===== src/rtl/mix_controller_if.sv =====
// mix_controller_if: handshake and data between the mix controller and the channel mixer.
//   mix_start_out : controller -> mixer, one-cycle launch pulse (mixer valid_in)
//   shift_out     : controller -> mixer, output scaling shift
//   mix_done_in   : mixer -> controller, completion strobe (mixer valid_out)
//   mixed_in      : mixer -> controller, signed mixed sample
interface mix_controller_if;
    localparam int unsigned SAMPLE_W = 24;
    localparam int unsigned SHIFT_W  = 5;

    logic                       mix_start_out;
    logic [SHIFT_W-1:0]         shift_out;
    logic                       mix_done_in;
    logic signed [SAMPLE_W-1:0] mixed_in;

    modport master (
        output mix_start_out,
        output shift_out,
        input  mix_done_in,
        input  mixed_in
    );

    modport slave (
        input  mix_start_out,
        input  shift_out,
        output mix_done_in,
        output mixed_in
    );
endinterface


===== src/rtl/mix_controller.sv =====
// mix_controller: launches one mixer operation per audio sample, waits for completion,
// registers the result and drives the mixer shift, optionally under automatic gain control.
// Ports:
//   clk_in, rst_n_in     : clock, asynchronous active-low reset
//   sample_valid_in      : one-cycle strobe, new sample ready for mixing
//   agc_en_in            : 1 = AGC owns shift, 0 = shift_manual_in is used
//   shift_manual_in      : manual shift, latched when a sample is accepted with AGC off
//   overrun_clr_in       : clears the sticky overrun/timeout flags
//   mix_bus (master)     : mix_start_out / shift_out to mixer, mix_done_in / mixed_in from mixer
//   audio_out            : last completed mixed sample
//   audio_valid_out      : one-cycle pulse when audio_out updates
//   busy_out             : high whenever the sequencer is not idle
//   overrun_out          : sticky, a sample strobe arrived while busy
//   timeout_out          : sticky, the mixer failed to complete in time
module mix_controller #(
    parameter logic [4:0]  INIT_SHIFT  = 5'd8,
    parameter logic [23:0] CLIP_LIMIT  = 24'h700000,
    parameter logic [23:0] QUIET_LIMIT = 24'h040000,
    parameter int unsigned QUIET_HOLD  = 4800,
    parameter int unsigned TIMEOUT     = 255
) (
    input  logic                clk_in,
    input  logic                rst_n_in,
    input  logic                sample_valid_in,
    input  logic                agc_en_in,
    input  logic [4:0]          shift_manual_in,
    input  logic                overrun_clr_in,
    mix_controller_if.master    mix_bus,
    output logic signed [23:0]  audio_out,
    output logic                audio_valid_out,
    output logic                busy_out,
    output logic                overrun_out,
    output logic                timeout_out
);
    localparam int unsigned SAMPLE_W = 24;
    localparam int unsigned SHIFT_W  = 5;
    localparam int unsigned TO_W     = $clog2(TIMEOUT + 1);
    localparam int unsigned QC_W     = $clog2(QUIET_HOLD + 1);

    localparam logic [SHIFT_W-1:0] SHIFT_MAX = '1;
    localparam logic [SHIFT_W-1:0] SHIFT_MIN = '0;

    localparam logic [1:0] S_IDLE   = 2'd0;
    localparam logic [1:0] S_LAUNCH = 2'd1;
    localparam logic [1:0] S_WAIT   = 2'd2;
    localparam logic [1:0] S_ADJUST = 2'd3;

    logic [1:0]          state_q,       state_d;
    logic [TO_W-1:0]     to_cnt_q,      to_cnt_d;
    logic [QC_W-1:0]     quiet_q,       quiet_d;
    logic [SAMPLE_W-1:0] sample_q,      sample_d;
    logic [SAMPLE_W-1:0] audio_q,       audio_d;
    logic                audio_valid_q, audio_valid_d;
    logic                mix_start_q,   mix_start_d;
    logic [SHIFT_W-1:0]  shift_q,       shift_d;
    logic                busy_q,        busy_d;
    logic                overrun_q,     overrun_d;
    logic                timeout_q,     timeout_d;
    logic [SAMPLE_W-1:0] mag;

    // Magnitude of the captured sample; the most negative value maps to 2^23 (near-clip).
    always_comb begin
        mag = sample_q[SAMPLE_W-1] ? (~sample_q + SAMPLE_W'(1)) : sample_q;
    end

    // Next-state, sticky flags and AGC update.
    always_comb begin
        state_d       = state_q;
        to_cnt_d      = to_cnt_q;
        quiet_d       = quiet_q;
        sample_d      = sample_q;
        audio_d       = audio_q;
        audio_valid_d = 1'b0;
        mix_start_d   = 1'b0;
        shift_d       = shift_q;
        overrun_d     = overrun_q;
        timeout_d     = timeout_q;

        // Clear first so a coincident set below takes priority.
        if (overrun_clr_in) begin
            overrun_d = 1'b0;
            timeout_d = 1'b0;
        end

        // A strobe while busy is dropped and flagged.
        if (sample_valid_in && (state_q != S_IDLE)) begin
            overrun_d = 1'b1;
        end

        if (!agc_en_in) begin
            quiet_d = '0;
        end

        case (state_q)
            S_IDLE: begin
                if (sample_valid_in) begin
                    state_d     = S_LAUNCH;
                    mix_start_d = 1'b1;
                    if (!agc_en_in) begin
                        shift_d = shift_manual_in;
                    end
                end
            end
            S_LAUNCH: begin
                to_cnt_d = '0;
                state_d  = S_WAIT;
            end
            S_WAIT: begin
                if (mix_bus.mix_done_in) begin
                    sample_d = mix_bus.mixed_in;
                    state_d  = S_ADJUST;
                end else if (to_cnt_q == TO_W'(TIMEOUT - 1)) begin
                    timeout_d = 1'b1;
                    state_d   = S_IDLE;
                end else begin
                    to_cnt_d = to_cnt_q + TO_W'(1);
                end
            end
            S_ADJUST: begin
                audio_d       = sample_q;
                audio_valid_d = 1'b1;
                state_d       = S_IDLE;
                // Shift only moves here so the mixer sees a stable value for the whole operation.
                if (agc_en_in) begin
                    if (mag >= CLIP_LIMIT) begin
                        quiet_d = '0;
                        if (shift_q != SHIFT_MAX) begin
                            shift_d = shift_q + SHIFT_W'(1);
                        end
                    end else if (mag < QUIET_LIMIT) begin
                        if (quiet_q == QC_W'(QUIET_HOLD - 1)) begin
                            quiet_d = '0;
                            if (shift_q != SHIFT_MIN) begin
                                shift_d = shift_q - SHIFT_W'(1);
                            end
                        end else begin
                            quiet_d = quiet_q + QC_W'(1);
                        end
                    end else begin
                        quiet_d = '0;
                    end
                end
            end
            default: begin
                state_d = S_IDLE;
            end
        endcase

        busy_d = (state_d != S_IDLE);
    end

    // State and output registers.
    always_ff @(posedge clk_in or negedge rst_n_in) begin
        if (!rst_n_in) begin
            state_q       <= S_IDLE;
            to_cnt_q      <= '0;
            quiet_q       <= '0;
            sample_q      <= '0;
            audio_q       <= '0;
            audio_valid_q <= 1'b0;
            mix_start_q   <= 1'b0;
            shift_q       <= INIT_SHIFT;
            busy_q        <= 1'b0;
            overrun_q     <= 1'b0;
            timeout_q     <= 1'b0;
        end else begin
            state_q       <= state_d;
            to_cnt_q      <= to_cnt_d;
            quiet_q       <= quiet_d;
            sample_q      <= sample_d;
            audio_q       <= audio_d;
            audio_valid_q <= audio_valid_d;
            mix_start_q   <= mix_start_d;
            shift_q       <= shift_d;
            busy_q        <= busy_d;
            overrun_q     <= overrun_d;
            timeout_q     <= timeout_d;
        end
    end

    assign mix_bus.mix_start_out = mix_start_q;
    assign mix_bus.shift_out     = shift_q;
    assign audio_out             = audio_q;
    assign audio_valid_out       = audio_valid_q;
    assign busy_out              = busy_q;
    assign overrun_out           = overrun_q;
    assign timeout_out           = timeout_q;
endmodule


===== src/flat_wrapper.sv =====
// flat-port wrapper written by rule: the top's interface ports become plain ports
module mix_controller_flat 
#(
    parameter logic [4:0]  INIT_SHIFT  = 5'd8,
    parameter logic [23:0] CLIP_LIMIT  = 24'h700000,
    parameter logic [23:0] QUIET_LIMIT = 24'h040000,
    parameter int unsigned QUIET_HOLD  = 4800,
    parameter int unsigned TIMEOUT     = 255
)
  (clk_in, rst_n_in, sample_valid_in, agc_en_in, shift_manual_in, overrun_clr_in, audio_out, audio_valid_out, busy_out, overrun_out, timeout_out, mix_bus_mix_start_out, mix_bus_shift_out, mix_bus_mix_done_in, mix_bus_mixed_in);
  mix_controller_if mix_bus_i ();
  input  logic clk_in;
  input  logic rst_n_in;
  input  logic sample_valid_in;
  input  logic agc_en_in;
  input  logic [4:0] shift_manual_in;
  input  logic overrun_clr_in;
  output logic signed [23:0] audio_out;
  output logic audio_valid_out;
  output logic busy_out;
  output logic overrun_out;
  output logic timeout_out;
  output wire logic [$bits(mix_bus_i.mix_start_out)-1:0] mix_bus_mix_start_out;
  output wire logic [$bits(mix_bus_i.shift_out)-1:0] mix_bus_shift_out;
  input wire logic [$bits(mix_bus_i.mix_done_in)-1:0] mix_bus_mix_done_in;
  input wire logic [$bits(mix_bus_i.mixed_in)-1:0] mix_bus_mixed_in;
  assign mix_bus_mix_start_out = mix_bus_i.mix_start_out;
  assign mix_bus_shift_out = mix_bus_i.shift_out;
  assign mix_bus_i.mix_done_in = mix_bus_mix_done_in;
  assign mix_bus_i.mixed_in = mix_bus_mixed_in;
  mix_controller #(.INIT_SHIFT(INIT_SHIFT), .CLIP_LIMIT(CLIP_LIMIT), .QUIET_LIMIT(QUIET_LIMIT), .QUIET_HOLD(QUIET_HOLD), .TIMEOUT(TIMEOUT)) u_core (.clk_in(clk_in), .rst_n_in(rst_n_in), .sample_valid_in(sample_valid_in), .agc_en_in(agc_en_in), .shift_manual_in(shift_manual_in), .overrun_clr_in(overrun_clr_in), .mix_bus(mix_bus_i), .audio_out(audio_out), .audio_valid_out(audio_valid_out), .busy_out(busy_out), .overrun_out(overrun_out), .timeout_out(timeout_out));
endmodule

===== config.mk =====
export PLATFORM = sky130hd
export DESIGN_NAME = mix_controller_flat
export DESIGN_NICKNAME = d
export VERILOG_FILES = /design/src/rtl/mix_controller_if.sv /design/src/rtl/mix_controller.sv /design/src/flat_wrapper.sv
export SDC_FILE = /design/constraint.sdc
export NUM_CORES = 1
export LEC_CHECK = 0
export BUFFER_PORTS_ARGS = -buffer_cell sky130_fd_sc_hd__buf_4
export CAP_MARGIN = 20
export CORE_MARGIN = 2
export CORE_UTILIZATION = 25
export DETAILED_ROUTE_END_ITERATION = 12
export PLACE_DENSITY_LB_ADDON = 0.08
export SETUP_SLACK_MARGIN = 0.05
export SLEW_MARGIN = 40
export SYNTH_ARGS = -nofsm -noshare
export SYNTH_HDL_FRONTEND = slang
export SYNTH_SLANG_ARGS = --single-unit

===== constraint.sdc =====
create_clock -name clk_in -period 3.3 [get_ports clk_in]
set_input_delay 0.33 -clock clk_in [delete_from_list [all_inputs] [get_ports clk_in]]
set_output_delay 0.33 -clock clk_in [all_outputs]
set_load 0.05 [all_outputs]

**Yosys cells after proc, flatten, opt, wreduce, memory -nomap -nowiden**

Cells that the tools add are included.

- Flip-flop bits (word level): 81
- Input port bits: 35
- Output and inout bits: 34
- Word-level logic and storage cells: 77

- Add/sub/neg operators: 5
- Order comparisons: 2
- Eq/ne operators: 15
- Multiplexer cells: 32
- Bitwise gates (word level): 1
- Reductions and logical operators: 11

Operators with widths:

| kind | number |
|---|---|
| 2-to-1 mux 13 bit | 6 |
| 2-to-1 mux 5 bit | 8 |
| adder 24 x 1 -> 24 bit (second input constant) | 1 |
| >= comparator 24 x 23 -> 1 bit (second input constant) | 1 |
| less-than comparator 24 x 19 -> 1 bit (second input constant) | 1 |
| 2-to-1 mux 24 bit | 1 |
| NOT 24 bit | 1 |
| 2-to-1 mux 8 bit | 2 |
| one-hot mux 8 bit (2 select lines) | 1 |
| adder 13 x 1 -> 13 bit (second input constant) | 1 |
| == test 13 bit (second input constant) | 1 |
| != test 2 bit (second input constant) | 5 |
| one-hot mux 5 bit (2 select lines) | 1 |
| nonzero test 2 bit | 5 |
| 2-to-1 mux 1 bit | 9 |
| != test 3 x 1 -> 1 bit (second input constant) | 3 |
| adder 8 x 1 -> 8 bit (second input constant) | 1 |
| == test 8 bit (second input constant) | 1 |
| one-hot mux 2 bit (4 select lines) | 1 |
| AND reduction 8 bit | 1 |
| 2-to-1 mux 2 bit | 3 |
| adder 5 x 1 -> 5 bit (second input constant) | 1 |
| != test 5 bit (second input constant) | 1 |
| nonzero test 5 bit | 1 |
| other kinds (8) | 9 |

**Longest topological paths before layout**

Gate-level depths: netlist (run 1).

- Word-level depth: 8
- Mapped depth: 9
- Depth with buffers taken out: 9

**Least setup slack after synthesis (run 1)**

OpenSTA, ideal clock, no wires.

- Path kind: register -> register
- Start point: register u_core.sample_q[21]
- End point: register u_core.shift_q[4], in the netlist u_core.mix_bus.shift_out[4]
- Setup time: 0.094 ns
- Data arrival time: 2.372 ns
- Required time: 3.206 ns
- Setup slack: 0.834 ns
- Cell stages (with the launch flop): 10
- Path buffers: 0
- Clock period less this slack: 2.466 ns
- Cell sequence: dfrtp_1 or3b_1 nor2_1 a31oi_2 fa_1 a21o_1 a21oi_1 xnor2_1 a31o_2 a211oi_1

- Cells in the longest elaborated chain, start to end: 7
- Elaborated cells between the ends (all ways): 13
- Classes of those cells: 1 x add/sub; 2 x order compare; 4 x eq/ne; 4 x mux; 1 x bitwise; 1 x reduce/logical

Ends and longest elaborated chain:

| what | line | RTL |
|---|---|---|
| start: declaration | mix_controller.sv:51 | `logic [SAMPLE_W-1:0] sample_q, sample_d;` |
| start signal: assignment | mix_controller.sv:170 | `sample_q <= sample_d;` |
| NOT 24 bit | mix_controller.sv:63 | `mag = sample_q[SAMPLE_W-1] ? (~sample_q + SAMPLE_W'(1)) : sample_q;` |
| adder 24 x 1 -> 24 bit | mix_controller.sv:63 |  |
| 2-to-1 mux 24 bit (*) | mix_controller.sv:63 |  |
| >= comparator 24 x 23 -> 1 bit | mix_controller.sv:125 | `if (mag >= CLIP_LIMIT) begin` |
| 2-to-1 mux 5 bit | mix_controller.sv:125 |  |
| 2-to-1 mux 5 bit | mix_controller.sv:124 | `if (agc_en_in) begin` |
| one-hot mux 5 bit (2 select lines) | mix_controller.sv:94 | `case (state_q)` |
| end signal: assignment | mix_controller.sv:174 | `shift_q <= shift_d;` |
| end: declaration | mix_controller.sv:55 | `logic [SHIFT_W-1:0] shift_q, shift_d;` |

Mark *: on every way between the ends. The rest lies on a longest branch, timed or not. The select of a mux whose other input is x is not followed.
A chain may end at the register's enable or synchronous reset.

**Final worst setup path (run 1)**

- Start point: register u_core.sample_q[23]
- End point: register u_core.shift_q[4], in the netlist u_core.mix_bus.shift_out[4]

The elaborated chain is that of the path after synthesis.

==> results.env, run 1 <==
CTS_MADE_BUFFERS=9
FINALHOLDVIOLATIONS=3
ANTENNADIODECOUNT=0
HOLDCRITPATHCLASS='input pin to async pin'
MAX_CLOCK_FREQ_MHz=369
FINALSETUPVIOLATIONS=0
INITIAL_DRC_COUNT=116
COUNT_OF_DISTINCT_CELL_TYPES_IN_THE_SYNTHESIZED_NETLIST=61
WORST_EP_REQUIRED_PS=3550
CRIT_PATH_MAX_FANOUT=9
RSZ0062_AT_GRT='no'
SYNTH.CELL_AREA_UM2=3810
INITIAL_UTILIZATION_PCT=25.4
CRIT_PATH_END_KIND='flop'
SYNTH_ENABLE_FLOP_CELLS=0
RELATIVE_SLEW_SLACK_PCT=55.4
SIMPLE_GATE_SHARE_OF_THE_SYNTHESIZED_AREA_PCT=20.6
FIN_SKEW_PS=6.26
SYNTH_FF_TYPE='sky130_fd_sc_hd__dfrtp_1'
ROUTE.ANTENNA.REMAINING_NETS=0
CTS_MAX_LEVEL=3
CTS_REPAIR_RESIZE_COUNT=0
DR_TOTAL_VIAS=2911
ASYNCSETRESETFLOPFRACSYNTH_PCT=100
DIE-WIDTH_UM=127
P_INT_mW=2.73
POST_CTS_SETUP_BUFFER_COUNT=0
SYNTH-SEQ-CELLS=81
WORST_PIN_SLEW_PS=668
LAUNCH_POINT_OF_THE_WORST_REG_TO_REG_PATH='u_core.sample_q[23]$_DFFE_PN0P_'
POSTSYNTHCELLCOUNT=366
SEQ_POWER_SHARE_PCT=35.5
CLOCKBUFFERDEPTH=2
GR-USAGE-ALL-LAYERS_PCT=12.7
CLOCK-ROOT-BUFFER='sky130_fd_sc_hd__clkbuf_16'
WORSTSETUPPATHTYPE='flop to flop'
DOMINANT_COMBINATIONAL_CELL_FAMILY_BY_AREA_AFTER_SYNTHESIS='simple AND/OR/NAND/NOR gates'
SWITCHING_SHARE_PCT=42.6
POWER-PER-CELL-AREA_nW_PER_UM2=982
VIA_COUNT_OF_THE_FIRST_GLOBAL_ROUTING_PASS=3034
DETAIL_ROUTE.WL_PER_CELL_UM=15.1
STARTPOINT_TYPE='flop'
TIMING.RR.END='u_core.mix_bus.shift_out[4]$_DFFE_PN0P_'
DP_HPWL_UM=6610
PIN_COUNT_OF_THE_BIGGEST_NET_ENTERING_GLOBAL_ROUTING=69
SYNTH-COMPOUND-AREA-SHARE_PCT=11.7
YOSYS-MUX-AREA-FRACTION_PCT=8.24
CTS.SINKS=81
GRT_FIRST_PASS_WIRELENGTH_UM=15800
POSTROUTEWIRELENGTH_UM=9560
MAXSLEWVIOLCOUNT=0
GRT.OVERFLOW.TOTAL=0
SYN2LAYOUT_AREA_GROWTH_PCT=27.2
TOTALNEGATIVESETUPSLACK_PS=0
CTS_TREE='yes'
GRT_ANTENNA_BEFORE_REPAIR=0
TOTAL_POWER_mW=4.76
DRIVE_GT1_SHARE_PCT=30.0
ROUTE.DETAILED.VIAS_PER_INST=4.61
FINALWEIGHTEDCONGESTION=0.740
DRT_PASS1_ITERATIONS=6
DIEAREA_UM2=16200
STATIC_LEAKAGE_nW=2.27
RESULT_OF_THE_RUN='complete, but fails checks'
FLOORPLAN.DIE.HEIGHT_UM=127
YOSYS_WARNING_TOTAL=0
POWER_SWITCHING_mW=2.03
ROW_COUNT=45
WORST_HOLD_SLACK_PS=-0.841
POST_SYNTH_XOR_AREA_FRACTION_PCT=2.07
VIOLATIONS='negative hold slack'
POSTSYNTHNETCOUNT=408
SYN_AVG_CELL_AREA_UM2=10.4
LAYOUT_MIN_CYCLE_TIME_PS=2710
TIMING.FINAL.CRIT_SHARE_PCT=82.2
SYNTH_SEQ_AREA_SHARE_PCT=53.2
CLOCK_INSERTION_DELAY_WORST_SKEW_PS=340
FINAL_NETS=481
VDD.IR_DROP.WORST_uV=372
CTS_HOLD_REPAIR.BUFFERS=0
CORE_AREA_UM2=15000
SHARE_CLK_OF_TOTAL_POWER_PCT=20.9
SYNTH-ADDER-AREA-SHARE_PCT=2.50
FILL_CELLS=1564
PORT_BUFFERS=68
BOUNDARYPINS=69
FF2FF_PATH_DEPTH=9
CRIT_ARRIVAL_PS=2960
TIMING.CRITICAL_PATH.FROM='u_core.sample_q[23]$_DFFE_PN0P_'
DRV_CAP=0
R2R_SETUP_SLACK_PS=590
ROUTE.DETAILED.DRC=0
P_COMB_SHARE_PCT=43.5
CLK_TRANSITION_REPORTED_PATHS_PS=60
==> layout by cell type, fill, tap and decap left out, types with 2 or more instances in the layout <==
| master | count |
|---|---|
| sky130_fd_sc_hd__a21o_1 | 5 |
| sky130_fd_sc_hd__or3_1 | 3 |
| sky130_fd_sc_hd__a31o_2 | 6 |
| sky130_fd_sc_hd__o21ai_0 | 15 |
| sky130_fd_sc_hd__nor2b_1 | 3 |
| sky130_fd_sc_hd__inv_1 | 6 |
| sky130_fd_sc_hd__nand3_1 | 7 |
| sky130_fd_sc_hd__nand2_1 | 101 |
| sky130_fd_sc_hd__ha_1 | 6 |
| sky130_fd_sc_hd__or2_2 | 2 |
| sky130_fd_sc_hd__a21oi_1 | 6 |
| sky130_fd_sc_hd__and2_1 | 3 |
| sky130_fd_sc_hd__clkbuf_16 | 9 |
| sky130_fd_sc_hd__nor2_1 | 16 |
| sky130_fd_sc_hd__nor3_1 | 4 |
| sky130_fd_sc_hd__o21ai_1 | 2 |
| sky130_fd_sc_hd__and4bb_2 | 2 |
| sky130_fd_sc_hd__xor2_1 | 6 |
| sky130_fd_sc_hd__clkbuf_1 | 4 |
| sky130_fd_sc_hd__xnor2_1 | 3 |
| sky130_fd_sc_hd__o31ai_1 | 5 |
| sky130_fd_sc_hd__or4_1 | 2 |
| sky130_fd_sc_hd__and3_1 | 4 |
| sky130_fd_sc_hd__dfrtp_1 | 80 |
| sky130_fd_sc_hd__nand2b_1 | 2 |
| sky130_fd_sc_hd__o21a_1 | 2 |
| sky130_fd_sc_hd__buf_4 | 72 |
| sky130_fd_sc_hd__nor3b_1 | 2 |
| sky130_fd_sc_hd__nor4_1 | 4 |
| sky130_fd_sc_hd__mux2_2 | 27 |
==> cells in the mapped netlist (all sizes together) (4+ instances only) <==
| cell type | number | area share (%) |
|---|---|---|
| nand2 | 101 | 9.9 |
| dfrtp | 80 | 53 |
| mux2 | 27 | 8.0 |
| o21ai | 17 | 2.2 |
| nor2 | 16 | 1.6 |
| a21oi | 7 | 1.2 |
| a31o | 7 | 1.6 |
| clkbuf | 7 | 0.69 |
| nand3 | 7 | 0.92 |
| ha | 6 | 2.0 |
| inv | 6 | 0.59 |
| xor2 | 6 | 1.4 |
| a21o | 5 | 0.99 |
| nor4 | 5 | 1.2 |
| o31ai | 5 | 0.99 |
| and3 | 4 | 0.66 |
| buf | 4 | 0.43 |
| nor3 | 4 | 0.53 |
==> worst max-delay path by stage <==
stage / cells past startpoint / slack, ps / to
2_1_floorplan: 9 / 830 / u_core.mix_bus.shift_out[4]$_DFFE_PN0P_
3_3_place_gp: 9 / 660 / u_core.mix_bus.shift_out[4]$_DFFE_PN0P_
3_5_place_dp: 9 / 600 / u_core.mix_bus.shift_out[4]$_DFFE_PN0P_
4_1_cts: 9 / 570 / u_core.mix_bus.shift_out[4]$_DFFE_PN0P_
5_1_grt: 9 / 390 / u_core.mix_bus.shift_out[4]$_DFFE_PN0P_
6_report: 9 / 590 / u_core.mix_bus.shift_out[4]$_DFFE_PN0P_
==> kinds of logic (layout without fill, tap and decap cells) <==
family | count (synthesis) | after routing
simple gates | 165 | 165
xor+xnor | 9 | 9
compound gates | 59 | 59
mux | 28 | 28
fa+ha+maj | 7 | 7
buf+inv | 17 | 95
flops | 81 | 81
==> worst max-delay path: stages, from the launching register on <==
cell and delay, ps:
sky130_fd_sc_hd__dfrtp_1 450, sky130_fd_sc_hd__or3b_1 410, sky130_fd_sc_hd__nor2_1 130, sky130_fd_sc_hd__a31oi_2 220, sky130_fd_sc_hd__fa_1 460, sky130_fd_sc_hd__a21o_1 170, sky130_fd_sc_hd__a21oi_1 180, sky130_fd_sc_hd__xnor2_1 100
sky130_fd_sc_hd__a31o_2 260, sky130_fd_sc_hd__a211oi_1 230
==> area by class of cell <==
class | instances | area [um^2] | area share (%)
timing repair buffer | 73 | 552 | 11.4
inverter | 6 | 22.5 | 0.465
clock buffer | 14 | 254 | 5.24
sequential | 81 | 2030 | 41.8
multi-input combinational | 268 | 1720 | 35.4
tap | 188 | 235 | 4.85
clock inverter | 2 | 37.5 | 0.774
==> registers in the layout, summed over array words and instances, names as in the netlist, 2 cells and up <==
signal                    count
u_core.audio_out             24
u_core.sample_q              24
u_core.quiet_q               13
u_core.to_cnt_q               8
u_core.mix_bus.shift_out      5
u_core.state_q                2
==> through the flow <==
step	utilization, %	hold slack [ps]	instances	worst slack [ps]	instance area (um^2)
after floorplan	-	34.4	366	834	3810
after global placement	30.3	468	616	660	4550
after detailed placement	30.3	401	616	603	4560
after CTS	32.2	30.0	632	570	4850
after global routing	32.2	48.6	632	392	4850
final	32.2	-0.841	632	588	4850
==> metal layers <==
| layer | vias up | global-route usage, % | part of all wire (%) |
|---|---|---|---|
| li1 | 1418 | - | - |
| met4 | 0 | 6.01 | 2.1 |
| met5 | - | 0 | 0 |
| met1 | 1426 | 17.0 | 48 |
| met3 | 11 | 3.14 | 4.5 |
| met2 | 56 | 19.2 | 45 |
==> power groups by stage <==
stage	sequential (mW)	clock, mW	combinational (mW)
after floorplan	2.27	0	0.876
after global placement	1.70	0	2.09
after detailed placement	1.71	0	2.10
after CTS	1.69	1.04	2.11
after global routing	1.76	1.09	2.25
final	1.69	0.996	2.07
Power figures use the tool's default switching activity.
==> inputs of run 2 (changes only) <==
==> constraint.sdc (replaced) <==
create_clock -name clk_in -period 2.5 [get_ports clk_in]
set_input_delay 0.25 -clock clk_in [delete_from_list [all_inputs] [get_ports clk_in]]
set_output_delay 0.25 -clock clk_in [all_outputs]
set_load 0.05 [all_outputs]
==> run 2 against run 1 <==
Net effect:
- the flow now finishes without violations
- hold slack improved by 120 ps
- register-to-register slack got worse by 400 ps
- critical path depth stayed put
- utilization up 1.6 points
- die area is the same
- cell area is 5.1% higher
- combinational power rose by 49%
- clock-buffer cell count down 2
- critical endpoint unchanged
==> results.env, run 2 (synthesized netlist as in run 1, its figures left out) <==
CTS_MADE_BUFFERS=9  # unchanged
WORST_HOLD_STAGES=2
INITIAL_DRC_COUNT=145  # +25%
POSTROUTEWIRELENGTH_UM=9790  # +2.4%
STATIC_LEAKAGE_nW=2.39  # +5.5%
CRIT_ARRIVAL_PS=2530  # -430 ps
WORST_HOLD_SLACK_PS=119  # +120 ps
WORST_PIN_SLEW_PS=490  # -179 ps
CLOCKBUFFERDEPTH=2  # unchanged
CTS.SINKS=81  # unchanged
STARTPOINT_TYPE='flop'
DETAIL_ROUTE.WL_PER_CELL_UM=15.1  # -0.40%
ROUTE.DETAILED.DRC=0  # unchanged
FINALSETUPVIOLATIONS=0  # unchanged
LAYOUT.CELLS.MOST_COMMON='sky130_fd_sc_hd__nand2_1'
DP_HPWL_UM=6830  # +3.3%
GR-USAGE-ALL-LAYERS_PCT=12.6  # -0.076 points
LAYOUT_COMMON_CELLS='sky130_fd_sc_hd__nand2_1 (101), sky130_fd_sc_hd__buf_4 (89), sky130_fd_sc_hd__dfrtp_1 (80)'
HOLDCRITPATHCLASS='input pin to flop'
BOUNDARYPINS=69  # unchanged
RESULT_OF_THE_RUN='finished clean'
TOTALNEGATIVESETUPSLACK_PS=0  # unchanged
CLOCK_INSERTION_DELAY_WORST_SKEW_PS=340  # about the same
DRV_CAP=0  # unchanged
PORT_BUFFERS=68  # unchanged
VDD.IR_DROP.WORST_uV=572  # +54%
SYN2LAYOUT_AREA_GROWTH_PCT=33.6
FINALWEIGHTEDCONGESTION=0.760  # +2.7%
FIN_SKEW_PS=3.76  # -2.50 ps
FINAL_NETS=500  # +4.0%
DIE-WIDTH_UM=127  # unchanged
ROW_COUNT=45  # unchanged
WORSTSETUPPATHTYPE='flop to flop'
DR_TOTAL_VIAS=2963  # +1.8%
MAXSLEWVIOLCOUNT=0  # unchanged
DIEAREA_UM2=16200  # unchanged
GRT.OVERFLOW.TOTAL=0  # unchanged
FINALHOLDVIOLATIONS=0  # -3
WORST_EP_REQUIRED_PS=2720  # -830 ps
FF2FF_PATH_DEPTH=9  # unchanged
GRT_ANTENNA_BEFORE_REPAIR=0  # unchanged
INITIAL_UTILIZATION_PCT=25.4  # unchanged
POST-PLACE-WS_PS=-39.3  # -642 ps
GRT_FIRST_PASS_WIRELENGTH_UM=15800  # -0.26%
CLOCK-ROOT-BUFFER='sky130_fd_sc_hd__clkbuf_16'
FLOORPLAN.DIE.HEIGHT_UM=127  # unchanged
POSTLAYOUTSETUPSLACKWORST_PS=186  # -402 ps
ROUTE.DETAILED.VIAS_PER_INST=4.56  # -1.0%
ANTENNADIODECOUNT=0  # unchanged
RSZ0062_AT_GRT='yes'
DRIVE_GT1_SHARE_PCT=35.1  # +5.1 points
CTS_TREE='yes'
CORE_AREA_UM2=15000  # unchanged
PIN_COUNT_OF_THE_BIGGEST_NET_ENTERING_GLOBAL_ROUTING=52  # -25%
VIA_COUNT_OF_THE_FIRST_GLOBAL_ROUTING_PASS=3044  # +0.33%
RELATIVE_SLEW_SLACK_PCT=67.2  # +12 points
DRT_PASS1_ITERATIONS=4  # -2
LAYOUT_MIN_CYCLE_TIME_PS=2310  # -398 ps
CTS_MAX_LEVEL=3  # unchanged
CRIT_PATH_END_KIND='flop'
ROUTE.ANTENNA.REMAINING_NETS=0  # unchanged
POWER-PER-CELL-AREA_nW_PER_UM2=1320  # +35%
TIMING.FINAL.CRIT_SHARE_PCT=92.6  # +10 points
CLK_TRANSITION_REPORTED_PATHS_PS=60  # about the same
MAX_CLOCK_FREQ_MHz=432  # +17%
CRIT_PATH_MAX_FANOUT=3  # -6
-- run 2: cell type report --
class | instances | area [um^2]
inverters | 6 | 22.5
repair buffers | 92 | 709
flip-flops and latches | 81 | 2030
clock inverters | 3 | 65.1
multi-input cells | 268 | 1790
fillers | 1522 | 9940
clock buffers | 12 | 246
well taps | 188 | 235
-- run 2: critical path: stages, from the launching register on --
cell and delay (ps):
sky130_fd_sc_hd__dfrtp_1 380, sky130_fd_sc_hd__nor4_1 300, sky130_fd_sc_hd__and4_4 300, sky130_fd_sc_hd__a31oi_4 110, sky130_fd_sc_hd__fa_2 360, sky130_fd_sc_hd__a21o_1 170
sky130_fd_sc_hd__a21oi_2 130, sky130_fd_sc_hd__xnor2_1 100, sky130_fd_sc_hd__a311oi_1 290, sky130_fd_sc_hd__a211oi_2 60
-- run 2: metrics by stage --
step	area (um^2)	total power [mW]	instances	util (%)
global route	5090	7.19	650	33.9
detailed placement	4700	5.21	632	31.3
floorplan	3830	4.17	366	-
finish	5090	6.73	650	33.9
global placement	4700	5.18	632	31.3
CTS	5070	6.78	650	33.7
-- run 2: timing repair --
item | 4_1_cts | 5_1_grt
resized for setup | 8 | 4
setup endpoints to repair | 2 | 3
pin swaps | 8 | 11
buffers inserted | 2 | 0
endpoints found under the hold margin | 30 | 0
hold buffers | 1 | 0
-- run 2: where the power goes --
group | total [mW] | switching [mW] | internal, mW | leakage [nW]
logic | 3.08 | 1.85 | 1.23 | 1.22
registers | 2.23 | 0.430 | 1.80 | 1.02
clock network | 1.42 | 0.520 | 0.896 | 0.153
total | 6.73 | 2.80 | 3.93 | 2.39
-- run 2: path summary, 6_finish.rpt --
path / start / end / slack, ps
worst max-delay path: u_core.sample_q[13]$_DFFE_PN0P_ / u_core.mix_bus.shift_out[4]$_DFFE_PN0P_ / 190
worst min-delay path: overrun_clr_in / u_core.timeout_out$_DFF_PN0_ / 120
worst max register to register: u_core.sample_q[13]$_DFFE_PN0P_ / u_core.mix_bus.shift_out[4]$_DFFE_PN0P_ / 190
worst min register to register: u_core.audio_out[2]$_DFFE_PN0P_ / u_core.audio_out[2]$_DFFE_PN0P_ / 480
max in group asynchronous: rst_n_in / u_core.mix_bus.shift_out[3]$_DFFE_PN1P_ / 1440
min in group asynchronous: rst_n_in / u_core.quiet_q[8]$_DFF_PN0_ / 400
-- run 2: metal layers --
metal / track usage [%] / wire [um]
met3: 3.22 / 426
met1: 17.0 / 4810
met5: 0 / 0
met2: 18.5 / 4300
met4: 6.59 / 247
